$ cat config.mk
export PLATFORM = sky130hd
export DESIGN_NAME = alu_writeback
export DESIGN_NICKNAME = d
export VERILOG_FILES = /design/src/rtl/alu_writeback.sv
export SDC_FILE = /design/constraint.sdc
export NUM_CORES = 1
export LEC_CHECK = 0
export ABC_AREA = 1
export ABC_CLOCK_PERIOD_IN_PS = 6650
export CAP_MARGIN = 40
export CORE_ASPECT_RATIO = 1.4
export CORE_MARGIN = 4
export CORE_UTILIZATION = 41
export CTS_CLUSTER_SIZE = 24
export DETAILED_ROUTE_END_ITERATION = 12
export PLACE_DENSITY = 0.77
export SLEW_MARGIN = 10
export SYNTH_ARGS = -nofsm -noshare
export SYNTH_HDL_FRONTEND = slang
export SYNTH_SLANG_ARGS = --single-unit
$ cat constraint.sdc
create_clock -name clk -period 6.65 [get_ports clk]
set_input_delay 0.665 -clock clk [delete_from_list [all_inputs] [get_ports clk]]
set_output_delay 0.665 -clock clk [all_outputs]
set_load 0.05 [all_outputs]
$ cat src/rtl/alu_writeback.sv
// Writeback stage behind the ALU: commits register writes, drives the data
// memory port and branch redirects, and stalls upstream for MUL and LWI.
module alu_writeback #(
  parameter int SIZE    = 32,
  parameter int MUL_LAT = 2
) (
  input  logic            clk,
  input  logic            reset,
  input  logic            in_valid,
  output logic            in_ready,
  input  logic [5:0]      Control,
  input  logic [SIZE-1:0] alu_out,
  input  logic            zero,
  input  logic [4:0]      rd,
  input  logic [SIZE-1:0] store_data,
  input  logic [SIZE-1:0] branch_target,
  input  logic [SIZE-1:0] mem_rdata,
  output logic            wb_en,
  output logic [4:0]      wb_addr,
  output logic [SIZE-1:0] wb_data,
  output logic            mem_re,
  output logic            mem_we,
  output logic [SIZE-1:0] mem_addr,
  output logic [SIZE-1:0] mem_wdata,
  output logic            branch_taken,
  output logic [SIZE-1:0] branch_pc,
  output logic            illegal_op,
  output logic [1:0]      dbg_state
);

  // Handshake: an op is taken on a rising edge where in_valid && in_ready;
  // in_ready is high only in IDLE, and upstream keeps the multiplier
  // operands and Control stable while in_ready is low.

  typedef enum logic [1:0] {
    S_IDLE      = 2'd0,
    S_MUL_WAIT  = 2'd1,
    S_LOAD_WAIT = 2'd2
  } state_t;

  localparam logic [5:0] OP_NOOP = 6'h00;
  localparam logic [5:0] OP_BEQ  = 6'h20;
  localparam logic [5:0] OP_MUL  = 6'h16;
  localparam logic [5:0] OP_LWI  = 6'h3B;
  localparam logic [5:0] OP_SWI  = 6'h3C;

  // The product is captured on the MUL_LAT-th wait edge and written one edge later.
  localparam logic [3:0] CNT_SAMPLE = 4'(MUL_LAT - 1);
  localparam logic [3:0] CNT_LAST   = 4'(MUL_LAT);

  state_t          state_q, state_d;
  logic [3:0]      cnt_q, cnt_d;
  logic [4:0]      rd_q, rd_d;
  logic [SIZE-1:0] mul_q, mul_d;
  logic            wb_en_q, wb_en_d;
  logic [4:0]      wb_addr_q, wb_addr_d;
  logic [SIZE-1:0] wb_data_q, wb_data_d;
  logic            mem_re_q, mem_re_d;
  logic            mem_we_q, mem_we_d;
  logic [SIZE-1:0] mem_addr_q, mem_addr_d;
  logic [SIZE-1:0] mem_wdata_q, mem_wdata_d;
  logic            br_q, br_d;
  logic [SIZE-1:0] br_pc_q, br_pc_d;
  logic            ill_q, ill_d;

  always_comb begin
    state_d     = state_q;
    cnt_d       = cnt_q;
    rd_d        = rd_q;
    mul_d       = mul_q;
    wb_en_d     = 1'b0;
    wb_addr_d   = wb_addr_q;
    wb_data_d   = wb_data_q;
    mem_re_d    = 1'b0;
    mem_we_d    = 1'b0;
    mem_addr_d  = mem_addr_q;
    mem_wdata_d = mem_wdata_q;
    br_d        = 1'b0;
    br_pc_d     = br_pc_q;
    ill_d       = 1'b0;
    case (state_q)
      S_IDLE: begin
        if (in_valid) begin
          case (Control)
            6'h10, 6'h12, 6'h13, 6'h14, 6'h15,
            6'h32, 6'h33, 6'h34, 6'h35, 6'h39: begin
              wb_en_d   = 1'b1;
              wb_addr_d = rd;
              wb_data_d = alu_out;
            end
            OP_NOOP: ;
            OP_BEQ: begin
              br_d    = zero;
              br_pc_d = branch_target;
            end
            OP_MUL: begin
              rd_d    = rd;
              cnt_d   = 4'd0;
              state_d = S_MUL_WAIT;
            end
            OP_LWI: begin
              rd_d       = rd;
              mem_re_d   = 1'b1;
              mem_addr_d = alu_out;
              state_d    = S_LOAD_WAIT;
            end
            OP_SWI: begin
              mem_we_d    = 1'b1;
              mem_addr_d  = alu_out;
              mem_wdata_d = store_data;
            end
            default: ill_d = 1'b1;
          endcase
        end
      end
      S_MUL_WAIT: begin
        if (cnt_q == CNT_LAST) begin
          wb_en_d   = 1'b1;
          wb_addr_d = rd_q;
          wb_data_d = mul_q;
          cnt_d     = 4'd0;
          state_d   = S_IDLE;
        end else begin
          if (cnt_q == CNT_SAMPLE) mul_d = alu_out;
          cnt_d = cnt_q + 4'd1;
        end
      end
      S_LOAD_WAIT: begin
        wb_en_d   = 1'b1;
        wb_addr_d = rd_q;
        wb_data_d = mem_rdata;
        state_d   = S_IDLE;
      end
      default: state_d = S_IDLE;
    endcase
  end

  always_ff @(posedge clk or posedge reset) begin
    if (reset) begin
      state_q     <= S_IDLE;
      cnt_q       <= 4'd0;
      rd_q        <= 5'd0;
      mul_q       <= '0;
      wb_en_q     <= 1'b0;
      wb_addr_q   <= 5'd0;
      wb_data_q   <= '0;
      mem_re_q    <= 1'b0;
      mem_we_q    <= 1'b0;
      mem_addr_q  <= '0;
      mem_wdata_q <= '0;
      br_q        <= 1'b0;
      br_pc_q     <= '0;
      ill_q       <= 1'b0;
    end else begin
      state_q     <= state_d;
      cnt_q       <= cnt_d;
      rd_q        <= rd_d;
      mul_q       <= mul_d;
      wb_en_q     <= wb_en_d;
      wb_addr_q   <= wb_addr_d;
      wb_data_q   <= wb_data_d;
      mem_re_q    <= mem_re_d;
      mem_we_q    <= mem_we_d;
      mem_addr_q  <= mem_addr_d;
      mem_wdata_q <= mem_wdata_d;
      br_q        <= br_d;
      br_pc_q     <= br_pc_d;
      ill_q       <= ill_d;
    end
  end

  assign in_ready     = (state_q == S_IDLE);
  assign wb_en        = wb_en_q;
  assign wb_addr      = wb_addr_q;
  assign wb_data      = wb_data_q;
  assign mem_re       = mem_re_q;
  assign mem_we       = mem_we_q;
  assign mem_addr     = mem_addr_q;
  assign mem_wdata    = mem_wdata_q;
  assign branch_taken = br_q;
  assign branch_pc    = br_pc_q;
  assign illegal_op   = ill_q;
  assign dbg_state    = state_q;

endmodule

[Yosys cells after proc, flatten, opt, wreduce, memory -nomap -nowiden]
Index checks and enable logic that the tools add are counted.
Storage, ports and cells
  bits in registers: 181
  bits in latches: 0
  RAM bits: 0
  ROM bits: 0
  input bits: 143
  logic and storage cells: 87
  memories kept: 0
Cells by class
  add/sub/neg operators: 1
  multipliers: 0
  divide/modulo/power cells: 0
  order comparisons: 0
  equality and inequality tests: 23
  shift operators: 0
  multiplexer cells: 32
  bitwise logic cells: 1
  reduce and logical (&&, ||, !) cells: 16
Operator list (count)
  32-bit 2-to-1 mux: 3
  32-bit case mux with 3 select lines: 1
  6-bit equality test (second input constant): 8
  6-bit by 5-bit equality test with 1-bit output (second input constant): 6
  3-bit AND reduction: 7
  1-bit 2-to-1 mux: 15
  5-bit 2-to-1 mux: 3
  5-bit case mux with 3 select lines: 1
  15-bit OR reduction: 1
  4-bit 2-to-1 mux: 3
  10-bit OR reduction: 1
  2-bit case mux with 2 select lines: 2
  4-bit case mux with 2 select lines: 1
  6-bit zero test: 1
  4-bit by 1-bit adder with 4-bit output (second input constant): 1
  4-bit by 1-bit equality test with 1-bit output (second input constant): 1
  4-bit by 2-bit equality test with 1-bit output (second input constant): 1
  2-bit 2-to-1 mux: 2
  2-bit by 1-bit inequality test with 1-bit output (second input constant): 2
  2-bit inequality test (second input constant): 2
  4-bit AND reduction: 1
  2-bit OR reduction: 2
  3-bit by 1-bit inequality test with 1-bit output (second input constant): 1
  1-bit case mux with 3 select lines: 1
  6 further kinds: 6

[Longest topological paths before layout]
Gate-level depths: netlist of the first run.
  depth in word-level cells: 5
  depth in mapped cells: 11
  mapped depth without buffers: 10

[Worst setup path before layout of the first run]
OpenSTA, ideal clock, no wires.
  path kind: register to register
  start point: reg state_q[0] (netlist: dbg_state[0])
  end point: reg br_pc_q[18] (netlist: branch_pc[18])
  setup time: 0.134 ns
  arrival time: 2.158 ns
  required time: 6.516 ns
  setup slack: 4.358 ns
  cell stages (with the launch flop): 10
  period minus slack after synthesis: 2.292 ns
  cells stage by stage: dfrtp_1 > inv_1 > ha_1 > nand2_1 > inv_2 > nand4_1 > buf_4 > buf_6 > nand2_1 > o21ai_0
Between the ends
  word-level cells in the longest chain between the ends: 2
Ends and longest elaborated chain
  start, declared: RTL line 51  | state_t state_q, state_d;
  start signal, assigned: RTL line 155  | state_q <= state_d;
  2-bit zero test
  via in_ready: RTL line 10  | output logic in_ready,
  3-bit AND reduction (no line)
  end signal, assigned: RTL line 167  | br_pc_q <= br_pc_d;
  end, declared: RTL line 63  | logic [SIZE-1:0] br_pc_q, br_pc_d;
The timed path passes the listed nets, and every way through them passes these cells.
A chain may end at the register's enable or synchronous reset.

[Final worst setup path of the first run]
  start point: in Control[1]
  end point: reg br_pc_q[26] (netlist: branch_pc[26])
Between the ends
  word-level cells in the longest chain between the ends: 2
Ends and longest elaborated chain
  start, declared: RTL line 11  | input logic [5:0] Control,
  6-bit equality test: RTL line 84  | case (Control)
  3-bit AND reduction (no line)
No other way between the ends.

==> qor.yml, run 1 <==
status:
  status: "finished clean"
clock_tree:
  cts_buffer_depth: 2
  clkTransAtPathRegs_ns: 0.07
  root_buffer: "clkbuf_16"
  cts_resized: 0
  clk_latency_ns: 0.42
  cts.sinks: 181
  holdBufCountCts: 0
  cts_tree: "yes"
  htree_levels: 4
  cts_buffers: 17
  postCtsSetupBuffers: 0
sta:
  rsz0062_at_grt: "no"
  min_period_over_period_pct: 41.4
  fin_crit_ns: 2.75
  fin_worst_skew_ns: 0.00991
  finalHoldViolCount: 0
  setup_viol: 0
  timing.fmax_ghz: 0.363
  tightest_slew_ns: 0.829
  slew_headroom_pct: 44.6
  slew_viol_final: 0
  tns_ns: 0
logic_synthesis:
  synth_seq_cells: 181
  synth_area_leader_cell: "dfrtp_1"
  synth_common_cells: "nand2_1 (372), dfrtp_1 (181), inv_1 (85)"
  avgSynthCellArea_um2: 8.36
  yosys.area.top_type_share_pct: 56.5
  yosys_warnings: 0
  synth_edf_count: 0
  ys_types: 28
  synth.most_common_cell: "nand2_1"
  synth_nets: 1105
  ys_dominant_reg_cell: "dfrtp_1"
  async_reset_ff_share_pct: 100
  ys_seq_area_share_pct: 56.5
  syn_area_um2: 8010
  yosys-top-cells-area: "dfrtp_1 (57%), nand2_1 (17%), inv_1 (4.0%), o21ai_1 (3.9%), nand3_1 (2.9%)"
  synth_cells: 958
place:
  hpwl_um: 16100
  placed_cell_area_um2: 10900
  io_buffers: 283
  routabilityCongestion: 0.831
run:
  maxCapViolCount: 0
critical_path:
  r2r_cells: 8
  critical_path_required_ns: 6.94
  worst_setup_path_end_kind: "flip-flop"
  cp-start-kind: "input port"
  r2r_start: "dbg_state[0]"
  critPathMaxFanout: 42
  cp.arrival_ns: 3.04
  r2r_slack_ns: 4.09
  r2r_end: "branch_pc[26]"
  critPathKind: "in -> reg"
global_routing:
  antenna_found_initial: 0
  grt_max_degree: 78
  grt_pass1_wl_um: 37200
  overflow: 0
  grt_pass1_vias: 7190
  gr-usage-all-layers_pct: 21.1
hold_path:
  hold_depth: 2
  min_from: "mem_wdata[11]"
  min_to: "mem_wdata[11]"
  hold_class: "reg -> reg"
layout:
  diodes: 0
  fillers: 1720
  post-route-cell-area_um2: 11500
  fin_nets: 1366
  seqCellArea_um2: 4530
  drive_gt1_share_pct: 4.88
  multi_input_area_um2: 2800
  area_growth_syn_to_layout_pct: 44.0
pwr:
  intPower_uw: 2910
  clkPwrFrac_pct: 19.4
  p_switching_uw: 2390
  power_leakage_uw: 0.00553
  p_comb_share_pct: 49.1
  p_per_area_nw_per_um2: 459
  peakVddDrop_v: 0.000235
  power_frac_seq_pct: 31.5
  netSwitchingFraction_pct: 45.1
die:
  coreArea_um2: 19200
  start_util_pct: 41.7
  die_w_um: 126
  pin_count: 284
  core.rowCount: 60
  die_h_um: 173
  die_area_um2: 21900
route:
  avgViaCountPerCell: 4.87
  highest_layer: "met4"
  postRouteAntennaNets: 0
  dr_wl_met2_um: 11600
  routed_wl_um: 22700
  drc: 0
  vias: 7199
  drt_iter0_drc: 449
  dr.pass1.iters: 5
  post_drt_wl_per_cell_um: 15.4
  wl_met3_um: 1560
  wl_met1_um: 9090
[power groups by stage]
stage	logic [µW]	registers (µW)	clock network, µW
floorplan	902	2530	0
global placement	2570	1670	0
global route	2800	1720	1110
detailed placement	2630	1680	0
finish	2600	1670	1030
CTS	2630	1670	1060
[flip-flops by register name (all words and copies together), names as in the netlist]
name and flops:
branch_pc 32, branch_taken 1, cnt_q 4, dbg_state 2, illegal_op 1, mem_addr 32
mem_re 1, mem_wdata 32, mem_we 1, mul_q 32, rd_q 5, wb_addr 5
wb_data 32, wb_en 1
[placed cells by master (no fill, tap or decap), drive strengths merged]
cell type	netlist	layout
ha	4	4
clkdlybuf4s50	0	283
a31oi	32	32
nand4	6	6
o21ai	108	108
clkinv	0	2
bufinv	0	3
dfrtp	181	181
o21a	5	5
clkinvlp	0	2
nand3	47	47
clkbuf	19	17
buf	33	11
inv	91	96
o211ai	1	1
a21oi	2	2
nand2	374	374
o21bai	1	1
nor2	54	54
[metrics by stage]
| stage | setup slack (ns) | instances | hold slack, ns | utilization (%) | total power (µW) |
|---|---|---|---|---|---|
| after floorplan | 1.07 | 958 | 0.453 | - | 3430 |
| after global placement | 3.56 | 1446 | 0.453 | 56.6 | 4240 |
| after detailed placement | 3.48 | 1448 | 0.457 | 56.9 | 4310 |
| after CTS | 3.92 | 1477 | 0.474 | 60.0 | 5360 |
| after global routing | 3.67 | 1477 | 0.490 | 60.0 | 5630 |
| final | 3.90 | 1477 | 0.468 | 60.0 | 5300 |
[layer usage]
metal / GRT usage [%] / vias to the layer above
li1: - / 3542
met1: 25.2 / 3365
met2: 37.1 / 261
met3: 5.36 / 31
met4: 6.84 / 0
met5: 0 / -
[critical path, cell delays in order]
cell,delay (ns)
clkdlybuf4s50_1,0.54
nor2_2,0.25
nand2_1,0.09
nor2_2,0.12
nand4_1,0.64
buf_4,0.54
nand2_1,0.10
o21ai_1,0.08
[final cells by class]
type / instances / share of cell area (%)
Multi-Input combinational cell: 634 / 24.2
Sequential cell: 181 / 39.3
Tap cell: 248 / 2.69
Clock inverter: 12 / 1.49
Timing Repair Buffer: 294 / 25.6
Inverter: 91 / 3.00
Clock buffer: 17 / 3.69
[kinds of logic (layout without fill, tap and decap cells)]
| kind of cell | Yosys count | count (layout) | synth area share (%) |
|---|---|---|---|
| buffers and inverters | 143 | 414 | 8.65 |
| adder cells (fa/ha/maj) | 4 | 4 | 0.625 |
| AND/OR/NAND/NOR | 481 | 481 | 24.1 |
| flip-flops | 181 | 181 | 56.5 |
| AO/OA/AOI/OAI | 149 | 149 | 10.1 |
[how the worst max path moves through the flow]
stage,startpoint,end,slack [ns],depth (start not counted)
6_report,Control[1],branch_pc[26],3.90,8
5_1_grt,Control[1],branch_pc[2],3.67,8
4_1_cts,Control[1],branch_pc[26],3.92,8
3_5_place_dp,Control[1],branch_pc[26],3.48,8
3_3_place_gp,Control[1],branch_pc[2],3.56,8
2_1_floorplan,reset,branch_pc[0],1.07,1
(Power assumes the default switching activity.)
==> inputs of run 2 (changes only) <==
- ABC_CLOCK_PERIOD_IN_PS: 6650 -> 2540
- clock period: 6.65 -> 2.54 ns (I/O delays scaled with it)
==> run 2 against run 1 <==
Against the previous run: combinational power grew to 2.6 times the previous value; global-route usage is 0.43 points lower; hold slack worse by 0.16 ns; critical path type is now reg -> out; die area unchanged; sequential power grew to 2.6 times the previous value; routed wire length shrank 0.91%; final cell count rose by 0.27%.
==> qor.yml, run 2 (synthesis results as in run 1) <==
pwr:
  p_per_area_nw_per_um2: 1200  # +160%
  power_leakage_uw: 0.00555  # +0.33%
  peakVddDrop_v: 0.000727  # +210%
route:
  post_drt_wl_per_cell_um: 15.2  # -1.2%
  dr.pass1.iters: 6  # +1
  postRouteAntennaNets: 0  # unchanged
  vias: 7187  # -0.17%
  avgViaCountPerCell: 4.85  # -0.44%
  routed_wl_um: 22500  # -0.91%
  drc: 0  # unchanged
  drt_iter0_drc: 439  # -2.2%
global_routing:
  grt_max_degree: 119  # +53%
  antenna_found_initial: 0  # unchanged
  grt_pass1_wl_um: 36400  # -2.1%
  gr-usage-all-layers_pct: 20.7  # -0.43 points
  overflow: 0  # unchanged
  grt_pass1_vias: 7096  # -1.3%
layout:
  final_cell_mix: "nand2_1 (372), clkdlybuf4s50_1 (283), dfrtp_1 (181), inv_1 (84), o21ai_1 (62)"
  fin_nets: 1369  # +0.22%
  area_growth_syn_to_layout_pct: 44.3
  layout_commonest_cell: "nand2_1"
  drive_gt1_share_pct: 5.19  # +0.31 points
  stdcell_count: 1481  # +0.27%
  diodes: 0  # unchanged
  post-route-cell-area_um2: 11600  # +0.24%
clock_tree:
  holdBufCountCts: 0  # unchanged
  cts_buffer_depth: 2  # unchanged
  cts_tree: "yes"
  htree_levels: 4  # unchanged
  cts.sinks: 181  # unchanged
  root_buffer: "clkbuf_16"
  cts_buffers: 17  # unchanged
  clk_latency_ns: 0.42  # about the same
  clkTransAtPathRegs_ns: 0.07  # about the same
  postCtsSetupBuffers: 0  # unchanged
  cts_resized: 0  # unchanged
critical_path:
  critPathTopFamily: "buffers and inverters"
  critical_path.slowest_cell: "clkdlybuf4s50_1"
  r2r_slack_ns: 0.59  # -3.50 ns
  critPathMaxFanout: 5  # -88%
  critPathKind: "reg -> out"
  r2r_end: "mem_wdata[15]"
  r2r_start: "dbg_state[0]"
  critical_path_required_ns: 2.29  # -4.65 ns
  r2r_cells: 8  # unchanged
  cp.arrival_ns: 2.13  # -0.91 ns
  cp-start-kind: "flip-flop"
  cp_cell_sequence: "inv_1 > ha_2 > clkdlybuf4s50_1"
  worst_setup_path_end_kind: "output port"
  max_stage_delay_ns: 0.84  # +0.20 ns
  path_buf_inv: 2  # unchanged
place:
  placed_cell_area_um2: 11000  # +0.17%
  routabilityCongestion: 0.844  # +1.5%
  dpl.cell_count: 1451  # +0.21%
  io_buffers: 283  # unchanged
  hpwl_um: 16100  # -0.41%
run:
  maxCapViolCount: 0  # unchanged
die:
  die_area_um2: 21900  # unchanged
  core.rowCount: 60  # unchanged
  pin_count: 284  # unchanged
  coreArea_um2: 19200  # unchanged
  die_h_um: 173  # unchanged
  die_w_um: 126  # unchanged
  start_util_pct: 41.7  # unchanged
sta:
  slew_viol_final: 0  # unchanged
  slew_headroom_pct: 48.6  # +4.0 points
  finalHoldViolCount: 0  # unchanged
  fin_worst_skew_ns: 0.0128  # +0.00288 ns
  timing.fmax_ghz: 0.420
  setup_viol: 0  # unchanged
  fin_crit_ns: 2.38
  min_period_over_period_pct: 93.8
  tightest_slew_ns: 0.771  # -0.0579 ns
  rsz0062_at_grt: "no"
hold_path:
  hold_class: "in -> async"
status:
  status: "finished clean"
## run 2: changes by cell type in the layout (fill, tap and decap cells not counted), sizes merged
cell	previous run	this run
buf	11	14
clkbuf	17	18
clkinvlp	2	3
inv	96	95
## run 2: layout make-up
class                   instances  area, µm²
fillers                      1705       7660
inverters                      91        345
flip-flops and latches        181       4530
repair buffers                297       2980
well taps                     248        310
multi-input cells             634       2800
clock buffers                  18        439
clock inverters                12        166
## run 2: stage by stage
stage	hold WS, ns	total power [µW]	setup TNS (ns)	utilization [%]	setup slack, ns
2_1_floorplan	0.360	8980	-6.62	-	-0.0366
3_3_place_gp	0.453	11100	0	57.0	0.298
3_5_place_dp	0.457	11300	0	57.0	0.228
4_1_cts	0.337	14000	0	60.2	0.137
5_1_grt	0.345	14700	0	60.2	0.0907
6_report	0.303	13900	0	60.2	0.157
## run 2: tightest hold or removal path, delay by kind of cell
| kind | cells | cell delay [ns] |
|---|---|---|
| buffers and inverters | 3 | 0.94 |
## run 2: power breakdown
group / leakage (µW) / switching [µW] / internal, µW / total, µW
clock: 0.000290 / 1140 / 1580 / 2720
combinational: 0.00295 / 4570 / 2200 / 6770
sequential: 0.00230 / 533 / 3840 / 4370
total: 0.00555 / 6240 / 7610 / 13900
## run 2: worst max-delay path by stage
| stage | startpoint | endpoint | slack [ns] | cells past startpoint |
|---|---|---|---|---|
| 5_1_grt | dbg_state[0] | in_ready | 0.09 | 3 |
| 4_1_cts | dbg_state[0] | in_ready | 0.14 | 3 |
| 3_5_place_dp | Control[4] | wb_data[20] | 0.23 | 10 |
| 2_1_floorplan | reset | branch_pc[0] | -0.04 | 1 |
| 3_3_place_gp | Control[4] | wb_data[31] | 0.30 | 10 |
| 6_report | dbg_state[0] | in_ready | 0.16 | 3 |
## run 2: routing by layer
metal	vias to the layer above	GRT usage, %	share of wire (%)
li1	3542	-	-
met2	253	36.5	51
met1	3362	24.6	41
met4	0	6.31	2.1
met5	-	0	0
met3	30	5.30	6.4
==> inputs of run 3 (changes only) <==
- ABC_CLOCK_PERIOD_IN_PS: 2540 -> 2300
- CTS_CLUSTER_SIZE: 24 -> default
- clock period: 2.54 -> 2.3 ns (I/O delays scaled with it)
==> run 3 against run 2 <==
Against the previous run: sequential power increased by 11%; utilization grew 0.25 points; worst setup slack better by 0.14 ns.
==> qor.yml, run 3 (synthesis results as in run 1) <==
route:
  routed_wl_um: 22500  # -0.30%
  avgViaCountPerCell: 4.81  # -0.97%
  postRouteAntennaNets: 0  # unchanged
  drc: 0  # unchanged
  dr.pass1.iters: 5  # -1
  vias: 7141  # -0.64%
  drt_iter0_drc: 461  # +5.0%
  post_drt_wl_per_cell_um: 15.1  # -0.63%
pwr:
  intPower_uw: 8380  # +10%
  p_per_area_nw_per_um2: 1320  # +10%
  power_frac_seq_pct: 31.5  # about the same
  peakVddDrop_v: 0.000676  # -7.0%
  power_leakage_uw: 0.00557  # +0.41%
  p_comb_share_pct: 49.0  # +0.2 points
  p_switching_uw: 6970  # +12%
  clkPwrFrac_pct: 19.5  # about the same
  total_power_uw: 15400  # +11%
  netSwitchingFraction_pct: 45.4  # +0.36 points
critical_path:
  critPathKind: "reg -> out"
  path_buf_inv: 2  # unchanged
  critical_path_required_ns: 2.07  # -0.22 ns
  cp.arrival_ns: 1.78  # -0.35 ns
  max_stage_delay_ns: 0.57  # -0.27 ns
  r2r_slack_ns: 0.41  # -0.18 ns
  r2r_end: "mem_addr[20]"
  cp_cell_sequence: "inv_1 > ha_2 > dlygate4sd2_1"
  r2r_cells: 10  # +2
  critical_path.slowest_cell: "dlygate4sd2_1"
  critPathMaxFanout: 5  # unchanged
  critPathTopFamily: "buffers and inverters"
  worst_setup_path_end_kind: "output port"
  cp-start-kind: "flip-flop"
  r2r_start: "dbg_state[1]"
run:
  maxCapViolCount: 0  # unchanged
hold_path:
  hold_class: "in -> async"
sta:
  fin_crit_ns: 2.01
  min_period_over_period_pct: 87.3
  slew_viol_final: 0  # unchanged
  rsz0062_at_grt: "no"
  finalHoldViolCount: 0  # unchanged
  fin_worst_skew_ns: 0.00812  # -0.00467 ns
  setup_viol: 0  # unchanged
  slew_headroom_pct: 58.8  # +10 points
  timing.fmax_ghz: 0.498
  tightest_slew_ns: 0.615  # -0.156 ns
clock_tree:
  cts_buffer_depth: 2  # unchanged
  postCtsSetupBuffers: 0  # unchanged
  root_buffer: "clkbuf_16"
  clkTransAtPathRegs_ns: 0.07  # about the same
  cts_resized: 1  # +1
  cts_buffers: 17  # unchanged
  cts_tree: "yes"
  cts.sinks: 181  # unchanged
  holdBufCountCts: 0  # unchanged
  clk_latency_ns: 0.42  # about the same
  htree_levels: 4  # unchanged
global_routing:
  grt_max_degree: 83  # -30%
  antenna_found_initial: 0  # unchanged
  overflow: 0  # unchanged
  grt_pass1_wl_um: 37100  # +1.8%
  gr-usage-all-layers_pct: 20.8  # +0.15 points
  grt_pass1_vias: 7262  # +2.3%
status:
  status: "finished clean"
layout:
  diodes: 0  # unchanged
  multi_input_area_um2: 2800  # unchanged
  post-route-cell-area_um2: 11600  # +0.41%
  final_core_util_pct: 60.4  # +0.25 points
  fillers: 1695  # -0.59%
  fin_nets: 1372  # +0.22%
  final_cell_mix: "nand2_1 (372), clkdlybuf4s50_1 (282), dfrtp_1 (181), inv_1 (84), o21ai_1 (62)"
  drive_gt1_share_pct: 5.49  # +0.30 points
  area_growth_syn_to_layout_pct: 44.9
  seqCellArea_um2: 4530  # unchanged
  layout_commonest_cell: "nand2_1"
die:
  start_util_pct: 41.7  # unchanged
  die_area_um2: 21900  # unchanged
  core.rowCount: 60  # unchanged
  die_h_um: 173  # unchanged
  coreArea_um2: 19200  # unchanged
  pin_count: 284  # unchanged
  die_w_um: 126  # unchanged
place:
  routabilityCongestion: 0.847  # +0.28%
  placed_cell_area_um2: 11000  # +0.43%
  hpwl_um: 16100  # +0.24%
  io_buffers: 283  # unchanged
## run 3: changes by cell type in the layout (fill, tap and decap cells not counted), sizes merged
cell,change
clkbuf,+1
buf,+3
inv,+2
dlygate4sd2,+1
bufinv,-1
clkdlybuf4s50,-1
## run 3: area by class of cell
| cell class | count | area share (%) |
|---|---|---|
| Inverter | 91 | 2.97 |
| Sequential cell | 181 | 39.0 |
| Clock inverter | 13 | 1.41 |
| Tap cell | 248 | 2.67 |
| Timing Repair Buffer | 300 | 26.0 |
| Clock buffer | 19 | 3.82 |
| Multi-Input combinational cell | 634 | 24.1 |
## run 3: how the worst max path moves through the flow
| stage | startpoint | endpoint | slack [ns] | cells past startpoint |
|---|---|---|---|---|
| floorplan | reset | branch_pc[0] | -0.25 | 1 |
| global placement | Control[4] | wb_data[24] | 0.24 | 10 |
| detailed placement | Control[4] | wb_data[27] | 0.23 | 10 |
| CTS | dbg_state[1] | in_ready | 0.25 | 3 |
| global route | dbg_state[1] | in_ready | 0.21 | 3 |
| finish | dbg_state[1] | in_ready | 0.29 | 3 |
## run 3: power groups by stage
stage	clock network (µW)	logic [µW]	registers (µW)
after global placement	0	7500	4840
after global routing	3190	8120	4980
after floorplan	0	2610	7310
final	3000	7520	4830
after detailed placement	0	7610	4870
after CTS	3080	7610	4830
## run 3: worst min-delay path, stage by stage
cell and delay (ns):
clkdlybuf4s50_1 0.44, clkinvlp_4 0.14, buf_12 0.27
## run 3: per-layer routing
| metal | routed length (µm) | part of all wire [%] | vias up | GRT usage, % |
|---|---|---|---|---|
| met4 | 652 | 2.9 | 0 | 8.01 |
| met3 | 1510 | 6.7 | 44 | 4.90 |
| met2 | 11000 | 49 | 244 | 35.3 |
| met1 | 9290 | 41 | 3301 | 25.7 |
| met5 | 0 | 0 | - | 0 |
| li1 | - | - | 3552 | - |
## run 3: stage by stage
stage               instances  hold slack [ns]  worst slack [ns]  setup TNS [ns]
CTS                      1486            0.282             0.254               0
finish                   1486            0.268             0.293               0
global route             1486            0.308             0.207               0
detailed placement       1454            0.457             0.234               0
global placement         1454            0.453             0.243               0
floorplan                 958            0.336            -0.253          -45.72
